--- src/rtl/mtimer_mmio.sv ---
// Memory-mapped machine timer: 64-bit mtime counter plus 64-bit mtimecmp,
// served as four word registers on the core's data port. mtip_o is a
// registered level that stays high while mtime >= mtimecmp.
module mtimer_mmio #(
    parameter int unsigned TICK_DIV = 1,
    parameter logic [31:0] BASE_LO  = 32'h0000_8004
) (
    input  logic        clk,
    input  logic        rst,
    input  logic        req_i,
    input  logic        we_i,
    input  logic [31:0] addr_i,
    input  logic [31:0] wdata_i,
    output logic        rvalid_o,
    output logic [31:0] rdata_o,
    output logic        err_o,
    output logic        mtip_o
);

    // Prescaler needs at least one bit even when it never counts (TICK_DIV=1).
    localparam int unsigned PW = (TICK_DIV > 1) ? $clog2(TICK_DIV) : 1;
    localparam logic [PW-1:0] PRE_MAX = PW'(TICK_DIV - 1);

    logic [63:0]   mtime, mtime_next;
    logic [63:0]   mtimecmp, mtimecmp_next;
    logic [PW-1:0] prescaler, prescaler_next;
    logic          snap_valid, snap_valid_next;
    logic [31:0]   hi_snap, hi_snap_next;
    logic [31:0]   rdata_next;
    logic          tick;

    logic aligned;
    logic sel_mtime_lo, sel_mtime_hi, sel_cmp_lo, sel_cmp_hi, hit;
    logic wr, rd;

    // Address decode: exact word match on one of the four registers.
    always_comb begin
        aligned      = (addr_i[1:0] == 2'b00);
        sel_mtime_lo = aligned && (addr_i == BASE_LO);
        sel_mtime_hi = aligned && (addr_i == BASE_LO + 32'd4);
        sel_cmp_lo   = aligned && (addr_i == BASE_LO + 32'd8);
        sel_cmp_hi   = aligned && (addr_i == BASE_LO + 32'd12);
        hit          = sel_mtime_lo | sel_mtime_hi | sel_cmp_lo | sel_cmp_hi;
        wr           = req_i && we_i && hit;
        rd           = req_i && !we_i && hit;
    end

    assign tick = (prescaler == PRE_MAX);

    // Next-state for the counter, prescaler and compare register.
    // A store to either mtime half wins over the tick for the whole counter,
    // so the untouched half is neither incremented nor carried into.
    always_comb begin
        mtime_next     = tick ? mtime + 64'd1 : mtime;
        prescaler_next = tick ? '0 : prescaler + PW'(1);
        mtimecmp_next  = mtimecmp;
        if (wr && sel_mtime_lo) begin
            mtime_next     = {mtime[63:32], wdata_i};
            prescaler_next = '0;
        end else if (wr && sel_mtime_hi) begin
            mtime_next     = {wdata_i, mtime[31:0]};
            prescaler_next = '0;
        end
        if (wr && sel_cmp_lo) begin
            mtimecmp_next = {mtimecmp[63:32], wdata_i};
        end else if (wr && sel_cmp_hi) begin
            mtimecmp_next = {wdata_i, mtimecmp[31:0]};
        end
    end

    // High-word snapshot: a low read freezes the matching high half so that a
    // following high read sees a consistent 64-bit value across a carry.
    always_comb begin
        hi_snap_next    = hi_snap;
        snap_valid_next = snap_valid;
        if (rd && sel_mtime_lo) begin
            hi_snap_next    = mtime[63:32];
            snap_valid_next = 1'b1;
        end else if (rd && sel_mtime_hi) begin
            snap_valid_next = 1'b0;
        end else if (wr && (sel_mtime_lo || sel_mtime_hi)) begin
            snap_valid_next = 1'b0;
        end
    end

    // Load data is taken from the pre-write/pre-tick state of the request cycle.
    always_comb begin
        rdata_next = 32'd0;
        if (rd) begin
            if (sel_mtime_lo) begin
                rdata_next = mtime[31:0];
            end else if (sel_mtime_hi) begin
                rdata_next = snap_valid ? hi_snap : mtime[63:32];
            end else if (sel_cmp_lo) begin
                rdata_next = mtimecmp[31:0];
            end else begin
                rdata_next = mtimecmp[63:32];
            end
        end
    end

    // Timer state; reset leaves mtimecmp at all-ones so mtip stays low.
    always_ff @(posedge clk or posedge rst) begin
        if (rst) begin
            mtime      <= 64'd0;
            mtimecmp   <= 64'hFFFF_FFFF_FFFF_FFFF;
            prescaler  <= '0;
            snap_valid <= 1'b0;
            hi_snap    <= 32'd0;
            mtip_o     <= 1'b0;
        end else begin
            mtime      <= mtime_next;
            mtimecmp   <= mtimecmp_next;
            prescaler  <= prescaler_next;
            snap_valid <= snap_valid_next;
            hi_snap    <= hi_snap_next;
            mtip_o     <= (mtime_next >= mtimecmp_next);
        end
    end

    // Single-cycle response: one strobe per request, no backpressure.
    always_ff @(posedge clk or posedge rst) begin
        if (rst) begin
            rvalid_o <= 1'b0;
            rdata_o  <= 32'd0;
            err_o    <= 1'b0;
        end else begin
            rvalid_o <= req_i;
            rdata_o  <= rdata_next;
            err_o    <= req_i && !hit;
        end
    end

endmodule

--- config.mk ---
export PLATFORM = sky130hd
export DESIGN_NAME = mtimer_mmio
export DESIGN_NICKNAME = d
export VERILOG_FILES = /design/src/rtl/mtimer_mmio.sv
export SDC_FILE = /design/constraint.sdc
export NUM_CORES = 1
export LEC_CHECK = 0
export CAP_MARGIN = 40
export CORE_UTILIZATION = 53
export CTS_CLUSTER_SIZE = 28
export DETAILED_ROUTE_END_ITERATION = 8
export GPL_TIMING_DRIVEN = 0
export HOLD_SLACK_MARGIN = 0.15
export MAX_ROUTING_LAYER = met4
export PLACE_DENSITY_LB_ADDON = 0.3
export SETUP_SLACK_MARGIN = 0.02
export SYNTH_ARGS = -nofsm -noshare
export SYNTH_HDL_FRONTEND = slang
export SYNTH_SLANG_ARGS = --single-unit
--- constraint.sdc ---
create_clock -name clk -period 7 [get_ports clk]
set_input_delay 1.4 -clock clk [delete_from_list [all_inputs] [get_ports clk]]
set_output_delay 1.4 -clock clk [all_outputs]
set_load 0.02 [all_outputs]
### Word-level counts from Yosys, hierarchy flattened

Cells that the tools add are included.

* logic and storage cells: 56
* input port bits: 68
* output and inout port bits: 35
* flip-flop bits (word level): 197

* bitwise operators: 3
* order comparisons: 1
* multiplexer cells: 16
* eq/ne operators: 4
* add/subtract/negate cells: 2
* reduce and logical (&&, ||, !) cells: 21

Operator list (count)
* $mux 64: 5
* $mux 32: 5
* $eq 32x16->1 const B: 4
* $add 64x1->64 const B: 1
* $ge 64x64->1: 1
* $logic_and 1x1->1: 16
* $mux 1: 6
* $or 1x1->1: 3
* $reduce_bool 3->1: 1
* $logic_not 1->1: 2
* $logic_not 2->1: 1
* $add 1x1->1 const B: 1
* $logic_or 1x1->1: 1

### Logic depth before layout (Yosys ltp)

Gate-level depths: netlist of the first run.

* depth in word-level cells: 10
* mapped depth: 16
* mapped depth without buffers: 14

### Worst setup path before layout of the first run

No wires, ideal clock.

* kind: input-to-reg
* start: input addr_i[23]
* end: register mtip_o
* setup time: 67 ps
* path buffers: 2
* arrival: 4655 ps
* setup slack: 2278 ps
* stages on the path: 15
* required time: 6933 ps
* cell sequence: nor4_2 nand4_1 nor4_1 buf_2 buf_1 a41oi_1 o21ai_0 o311ai_1 ha_1 and3_1 nand4_1 or4_1 nor4_1 o2111ai_1 nand2_1

* longest elaborated chain between the ends: 10
* elaborated cells on any way between the ends: 21
* classes of those cells: 1 x order compare; 4 x eq/ne; 4 x mux; 3 x bitwise; 9 x reduce/logical

RTL lines
* start, declared: RTL line 12 `input logic [31:0] addr_i,`
* $eq 32x16->1, on equally long branches: RTL line 39, 40
* $logic_and 1x1->1, on equally long branches: RTL line 39, 40
* $or 1x1->1 (3 in series): RTL line 43 `hit = sel_mtime_lo | sel_mtime_hi | sel_cmp_lo | sel_cmp_hi;`
* $logic_and 1x1->1: RTL line 44 `wr = req_i && we_i && hit;`
* $logic_and 1x1->1: RTL line 60 `end else if (wr && sel_mtime_hi) begin`
* $mux 64: RTL line 60
* $mux 64 (*): RTL line 57 `if (wr && sel_mtime_lo) begin`
* net mtime_next[60]: RTL line 24 `logic [63:0] mtime, mtime_next;`
* $ge 64x64->1 (*): RTL line 117 `mtip_o <= (mtime_next >= mtimecmp_next);`
* end signal, assigned: RTL line 117
* end, declared: RTL line 17 `output logic mtip_o`

The timed path passes the listed nets; every way through them passes the cells marked *.
A chain may end at the register's enable or synchronous reset.

### Worst setup path after layout of the first run

Ends and elaborated chain as after synthesis.

==> results of run 1 <==
-- layout by cell type (no fill, tap or decap), types with 5 or more instances in the layout --
master / n
xnor2_1: 21
inv_2: 9
nor4_2: 7
nand3_1: 34
o22ai_1: 10
nand4_1: 33
nor4_1: 29
mux2_2: 43
a21o_1: 12
dfrtp_1: 132
mux2_1: 32
xor2_1: 9
mux2i_1: 116
a31oi_1: 12
ha_1: 65
clkbuf_1: 43
dfstp_2: 64
a41o_1: 5
and4_1: 12
buf_2: 26
a21oi_1: 53
nor2_1: 26
o21ai_0: 113
nor3_1: 16
clkbuf_16: 17
and3_1: 12
nand2_1: 164
or4_1: 8
clkdlybuf4s50_1: 100
inv_1: 34
o21ai_1: 12
-- cell usage after synthesis, types with 23 or more instances --
master	instances
mux2_2	43
mux2i_1	116
nand4_1	33
clkbuf_1	42
nor2_1	26
inv_1	35
mux2_1	32
nand3_1	34
nand2_1	164
o21ai_0	113
nor4_1	29
a21oi_1	53
buf_2	23
dfstp_2	64
ha_1	65
dfrtp_1	132
-- registers in the layout, summed over array words and instances (netlist names) --
signal      cells
err_o           1
hi_snap        32
mtime          64
mtimecmp       64
mtip_o          1
rdata_o        32
rvalid_o        1
snap_valid      1
-- through the flow --
step | hold slack (ns) | setup TNS [ns] | instance area, um^2
2_1_floorplan | 0.4805 | 0 | 12020
3_3_place_gp | 0.4886 | -305.86 | 13370
3_5_place_dp | 0.4956 | 0 | 13420
4_1_cts | 0.5123 | 0 | 14000
5_1_grt | 0.5210 | 0 | 14000
6_report | 0.5103 | 0 | 14000
-- final cells by class --
type                    instances  area, um^2  area share
clock inverters                13       137.6    0.009833
multi-input cells             920        6578      0.4699
clock buffers                  19       442.9     0.03164
plain buffers                  69       287.8     0.02056
repair buffers                104        1044     0.07455
flip-flops and latches        196        4985      0.3561
inverters                      44       172.7     0.01234
well taps                     280       350.3     0.02503
-- logic make-up after synthesis --
group | share of synthesized area
buf+inv | 0.03770
fa+ha+maj | 0.06769
mux | 0.1669
xor+xnor | 0.02187
flops | 0.4149
simple gates | 0.1651
compound gates | 0.1259
-- path summary, 6_finish.rpt --
check	from	to	slack (ns)	cells past startpoint
hold / removal	hi_snap[18]$_DFFE_PP0P_	hi_snap[18]$_DFFE_PP0P_	0.51	1
min in group asynchronous	rst	hi_snap[30]$_DFFE_PP0P_	1.40	2
hold reg to reg	hi_snap[18]$_DFFE_PP0P_	hi_snap[18]$_DFFE_PP0P_	0.51	1
max in group asynchronous	rst	mtime[47]$_DFF_PP0_	4.60	3
setup / recovery	addr_i[23]	mtip_o$_DFF_PP0_	0.40	15
setup reg to reg	mtime[0]$_DFF_PP0_	mtip_o$_DFF_PP0_	1.44	17
-- power groups by stage --
stage | Combinational [mW] | Sequential (mW) | Clock, mW
4_1_cts | 0.102 | 1.13 | 1.01
3_5_place_dp | 0.102 | 1.15 | 0
3_3_place_gp | 0.0982 | 1.15 | 0
2_1_floorplan | 0.0305 | 1.16 | 0
6_report | 0.101 | 1.13 | 1.00
5_1_grt | 0.110 | 1.13 | 1.05
-- layer usage --
metal | vias up | global-route usage
li1 | 4776 | -
met1 | 5261 | 0.4932
met2 | 633 | 0.5304
met3 | 89 | 0.06684
met4 | 0 | 0.1371
met5 | - | -
==> reports/qor.txt, run 1 <==
Outcome - finished with violations
Failing checks - DRC
Placeable Area - 22030 um^2
Worst Path Required - 7.37 ns
Final hold violation count - 0
Sequential area share after synthesis - 0.4149
CTS Root Cell - clkbuf_16
Initial antenna violation count - 0
# resized after CTS - 0
GPL Wtd Cong - 0.9938
DR DRC count - 13
Cell Rows - 54
Worst Hold Class - flop to flop
Final setup fails - 0
CTS tree - yes
# IOs - 103
Die Width - 152.6 um
Worst Path Buf+Inv - 4
Filler cells - 1850
Crit path max-delay cell type - nor4_1
Met1 Routed Length - 17260 um
Slew @ Worst Pin - 0.9717 ns
Die ar. - 23280 um^2
H-tree levels - 4
Initial Util - 0.5455
Yosys top cell area share - 0.2749
Final-stage net count - 1485
Vias in the first global route - 10330
Final worst path period share - 0.9436
Synthesized Nets - 1362
Slew headroom - 0.3468
Synth Instances - 1229
Crit-path max FO - 10
Startpoint Class - input pin
Most used DFF post-synth - dfrtp_1
Post-synth top area cell - dfrtp_1
Overall Power - 2.239 mW
VDD IR-drop max - 0.1284 mV
Synth cell types - 72
Seq pwr share - 0.507
Vias - 10760
Pwr/cell area - 159.9 nW/um^2
Ant. Diodes - 0
Syn_area_per_cell - 9.776 um^2
Final Skew - 0.01107 ns
Yosys warning count - 0
Crit-path cells - clkdlybuf4s50_1 > nor4_2 > nand4_1 > nor4_1 > buf_2 > buf_2 > clkbuf_1 > a22o_1 > ha_1 > and3_1 > nand4_1 > or4_1 > nor4_1 > o2111ai_1 > nand2_1
Clock transition at path regs - 0.08 ns
Routed wl met2 - 17480 um
Fin cells - 1645
Fmax - 151.4 MHz
CTS sink count - 196
Seq cells post-synth - 196
Die Y - 152.6 um
GRT Util Overall - 0.3602
Total CTS buffers - 17
Global-route wire length before repair - 61380 um
Async set-reset flop share out of synthesis - 1.000
Crit path DAT - 6.98 ns
CP max stage delay - 0.87 ns
Crit-path leading delay family - simple AND/OR/NAND/NOR gates
Post-synthesis instance area - 12020 um^2
DP Cell Count - 1613
Skew-Pair Late Insertion Delay - 0.45 ns
Drt pass-1 iters - 8
DRT iter0 DRCs - 1235
Routed vias/inst - 6.540
Max Slew Vio Count - 0
Routed len/inst - 24.26 um
Post-detailed-route count of antenna-violating nets - 0
Hpwl dp - 29220 um
Highest metal used - met4
Clock Path Buffers - 2
Crit Path Category - input pin to flop
Final critical-path required period - 6.605 ns
Syn-to-layout area delta - 16.50%
Layout cells sized above 1 - 0.1436
GR Overflow Total - 0
Top cells by area in the synthesized netlist - dfrtp_1 (27%), dfstp_2 (14%), mux2i_1 (9.7%)
Switch share - 0.2451
Post-CTS Setup Bufs - 0
Final core area utilization - 0.6355
Clock power frac - 0.448
RSZ-0062 raised after global routing - no
Number of synthesized flops with an enable pin - 0
Metal3 WL - 3787 um
P_leak - 5.788 nW
IO buf count - 100
Comb pwr share - 0.045
Hold-fix buffer count after cts - 0
Largest net degree at the start of global routing - 117
Total wire length - 39900 um
Number of max-cap violations - 0
PnR worst setup slack - 0.3950 ns
Setup crit end kind - flop
Post-place setup slack - 0.06993 ns
Switching power - 548.6 uW
Cell internal pwr - 1.690 mW
No activity file was read; power rests on OpenSTA's default activity.
==> run 2: changes to the inputs <==
--- a/config.mk
+++ b/config.mk
@@ -14,6 +14,7 @@
 export MAX_ROUTING_LAYER = met4
 export PLACE_DENSITY_LB_ADDON = 0.3
 export SETUP_SLACK_MARGIN = 0.02
+export SLEW_MARGIN = 20
 export SYNTH_ARGS = -nofsm -noshare
 export SYNTH_HDL_FRONTEND = slang
 export SYNTH_SLANG_ARGS = --single-unit
==> run 2 against run 1 <==
  * The flow still finishes with violations (DRC)
  * Hold slack worse by 0.0036 ns
  * Core utilization increased by 0.16 points
  * Cell count hardly changed
  * Largest power group unchanged
  * Die area stayed put
  * Critical path depth unchanged
  * Clock skew is essentially flat
  * Register-to-register slack improved by 0.22 ns
  * Sequential power about the same
  * First-iteration DRC count shrank 7.9%
  * Critical path type unchanged
  * Clock-buffer cell count is 3 higher
==> reports/qor.txt, run 2 (same netlist as run 1, synthesis figures left out) <==
Outcome - finished with violations (unchanged)
Failing checks - DRC (unchanged)
Fmax - 150.1 MHz (was 151.4 MHz)
RSZ-0062 raised after global routing - no (unchanged)
GRT met3 Usage - 0.07025 (was 0.06684)
Final critical-path required period - 6.662 ns (was 6.605 ns)
Clock Path Buffers - 2 (unchanged)
Hpwl dp - 29260 um (was 29220 um)
CTS Root Cell - clkbuf_16 (unchanged)
Die ar. - 23280 um^2 (unchanged)
CTS sink count - 196 (unchanged)
Worst reg2reg setup slack - 1.66 ns (was 1.44 ns)
P_leak - 5.809 nW (was 5.788 nW)
Total wire length - 39970 um (was 39900 um)
Pwr/cell area - 159.2 nW/um^2 (was 159.9 nW/um^2)
GR Overflow Total - 0 (unchanged)
# IOs - 103 (unchanged)
CTS tree - yes (unchanged)
Hold Path Sink - hi_snap[22]$_DFFE_PP0P_ (was hi_snap[18]$_DFFE_PP0P_)
IO buf count - 100 (unchanged)
Largest net degree at the start of global routing - 92 (was 117)
Worst Hold Class - flop to flop (unchanged)
Total CTS buffers - 17 (unchanged)
Die Y - 152.6 um (unchanged)
Vias - 10630 (was 10760)
GPL Wtd Cong - 0.9938 (unchanged)
Largest regs - mtime x64, mtimecmp x64 (unchanged)
Post-detailed-route count of antenna-violating nets - 0 (unchanged)
Ant. Diodes - 0 (unchanged)
Routed vias/inst - 6.459 (was 6.540)
Global-route wire length before repair - 61490 um (was 61380 um)
Slew headroom - 0.3790 (was 0.3468)
Slew @ Worst Pin - 0.9230 ns (was 0.9717 ns)
Die Width - 152.6 um (unchanged)
Startpoint Class - input pin (unchanged)
Reg2reg path depth - 16 (was 17)
GRT Util Overall - 0.3620 (was 0.3602)
Met1 usage - 0.4925 (was 0.4932)
GRT met2 Usage - 0.5382 (was 0.5304)
Final hold violation count - 0 (unchanged)
Routed len/inst - 24.28 um (was 24.26 um)
R2r startpoint - mtime[0]$_DFF_PP0_ (unchanged)
DR DRC count - 13 (unchanged)
Min-Delay Path Depth - 1 (unchanged)
Final setup fails - 0 (unchanged)
Setup crit end kind - flop (unchanged)
Most frequent cells in the layout - nand2_1 (164), dfrtp_1 (132), mux2i_1 (116) (unchanged)
Crit Path Category - input pin to flop (unchanged)
Skew-Pair Late Insertion Delay - 0.45 ns (about the same)
Crit-path cells - clkdlybuf4s50_1 > nor4_2 > nand4_1 > nor4_1 > buf_2 > buf_2 > clkbuf_1 > a22o_1 > ha_1 > and3_1 > nand4_1 > or4_1 > nor4_1 > o2111ai_1 > nand2_1 (unchanged)
Number of max-cap violations - 0 (unchanged)
GR peak layer - met2 (unchanged)
Post-CTS Setup Bufs - 0 (unchanged)
Initial Util - 0.5455 (unchanged)
FF-to-FF End - mtip_o$_DFF_PP0_ (unchanged)
CP max stage delay - 0.89 ns (was 0.87 ns)
DRT iter0 DRCs - 1137 (was 1235)
Commonest non-fill, non-tap cell in the layout - nand2_1 (unchanged)
Final-stage net count - 1486 (was 1485)
Layout cells sized above 1 - 0.1420 (was 0.1436)
Crit path DAT - 7.03 ns (was 6.98 ns)
Worst Path Required - 7.37 ns (about the same)
Drt pass-1 iters - 8 (unchanged)
Syn-to-layout area delta - 16.80% (was 16.50%)
Cell Rows - 54 (unchanged)
VDD IR-drop max - 0.1390 mV (was 0.1284 mV)
Initial antenna violation count - 0 (unchanged)
Overall Power - 2.234 mW (was 2.239 mW)
Final worst path period share - 0.9517 (was 0.9436)
Vias in the first global route - 10440 (was 10330)
Hold-fix buffer count after cts - 0 (unchanged)
# resized after CTS - 0 (unchanged)
Placeable Area - 22030 um^2 (unchanged)
Final Skew - 0.01075 ns (was 0.01107 ns)
Crit path max-delay cell type - nor4_1 (unchanged)
Setup TNS - 0 ns (unchanged)
Max Slew Vio Count - 0 (unchanged)
Crit-path max FO - 10 (unchanged)
H-tree levels - 4 (unchanged)
Clock transition at path regs - 0.07 ns (was 0.08 ns)
Hold path startpoint - hi_snap[22]$_DFFE_PP0P_ (was hi_snap[18]$_DFFE_PP0P_)
-- run 2: worst max-delay path by stage --
stage / start / endpoint / slack, ns / cells after the start
4_1_cts: addr_i[23] / mtip_o$_DFF_PP0_ / 0.50 / 15
3_5_place_dp: addr_i[23] / mtip_o$_DFF_PP0_ / 0.08 / 15
5_1_grt: addr_i[23] / mtip_o$_DFF_PP0_ / 0.26 / 16
6_report: addr_i[23] / mtip_o$_DFF_PP0_ / 0.34 / 15
2_1_floorplan: rst / err_o$_DFF_PP0_ / 0.37 / 1
3_3_place_gp: rst / rdata_o[13]$_DFF_PP0_ / -2.27 / 2
-- run 2: cell type report --
| type | count | area, um^2 |
|---|---|---|
| Buffer | 69 | 287.8 |
| Clock buffer | 22 | 454.2 |
| Clock inverter | 10 | 123.9 |
| Fill cell | 1833 | 7993 |
| Inverter | 44 | 172.7 |
| Multi-Input combinational cell | 920 | 6586 |
| Sequential cell | 196 | 4985 |
| Tap cell | 280 | 350.3 |
| Timing Repair Buffer | 105 | 1074 |
-- run 2: power by group --
part	internal, mW	switching, mW
Combinational	0.0434	0.0603
Sequential	1.13	0.000119
Clock	0.541	0.455
Total	1.72	0.515
-- run 2: through the flow --
| step | hold WS (ns) | utilization | cell area, um^2 | setup slack, ns | instances |
|---|---|---|---|---|---|
| after CTS | 0.5113 | 0.6368 | 14030 | 0.4989 | 1645 |
| after global placement | 0.4886 | 0.6069 | 13370 | -2.270 | 1609 |
| after detailed placement | 0.4956 | 0.6105 | 13450 | 0.08264 | 1613 |
| after floorplan | 0.4805 | - | 12020 | 0.3653 | 1229 |
| after global routing | 0.5175 | 0.6371 | 14030 | 0.2610 | 1646 |
| final | 0.5067 | 0.6371 | 14030 | 0.3383 | 1646 |
-- run 2: metal layers --
layer | share of wire | vias to the layer above
met3 | 0.087 | 93
met5 | 0 | -
met1 | 0.44 | 5186
met2 | 0.44 | 580
li1 | - | 4772
met4 | 0.033 | 0
-- run 2: critical path: cells and delay by family --
kind / cells / cell delay, ns
AO/OA/AOI/OAI: 2 / 0.45
buffers and inverters: 4 / 1.76
AND/OR/NAND/NOR: 8 / 3.21
adder cells (fa/ha/maj): 1 / 0.21
==> run 3: changes to the inputs <==
--- a/config.mk
+++ b/config.mk
@@ -5,6 +5,7 @@
 export SDC_FILE = /design/constraint.sdc
 export NUM_CORES = 1
 export LEC_CHECK = 0
+export ABC_CLOCK_PERIOD_IN_PS = 7000
 export CAP_MARGIN = 40
 export CORE_UTILIZATION = 53
 export CTS_CLUSTER_SIZE = 28
@@ -14,7 +15,6 @@
 export MAX_ROUTING_LAYER = met4
 export PLACE_DENSITY_LB_ADDON = 0.3
 export SETUP_SLACK_MARGIN = 0.02
-export SLEW_MARGIN = 20
 export SYNTH_ARGS = -nofsm -noshare
 export SYNTH_HDL_FRONTEND = slang
 export SYNTH_SLANG_ARGS = --single-unit
==> results of run 3 <==
Same layout as run 1: the final DEF is identical, and so are final timing and power.
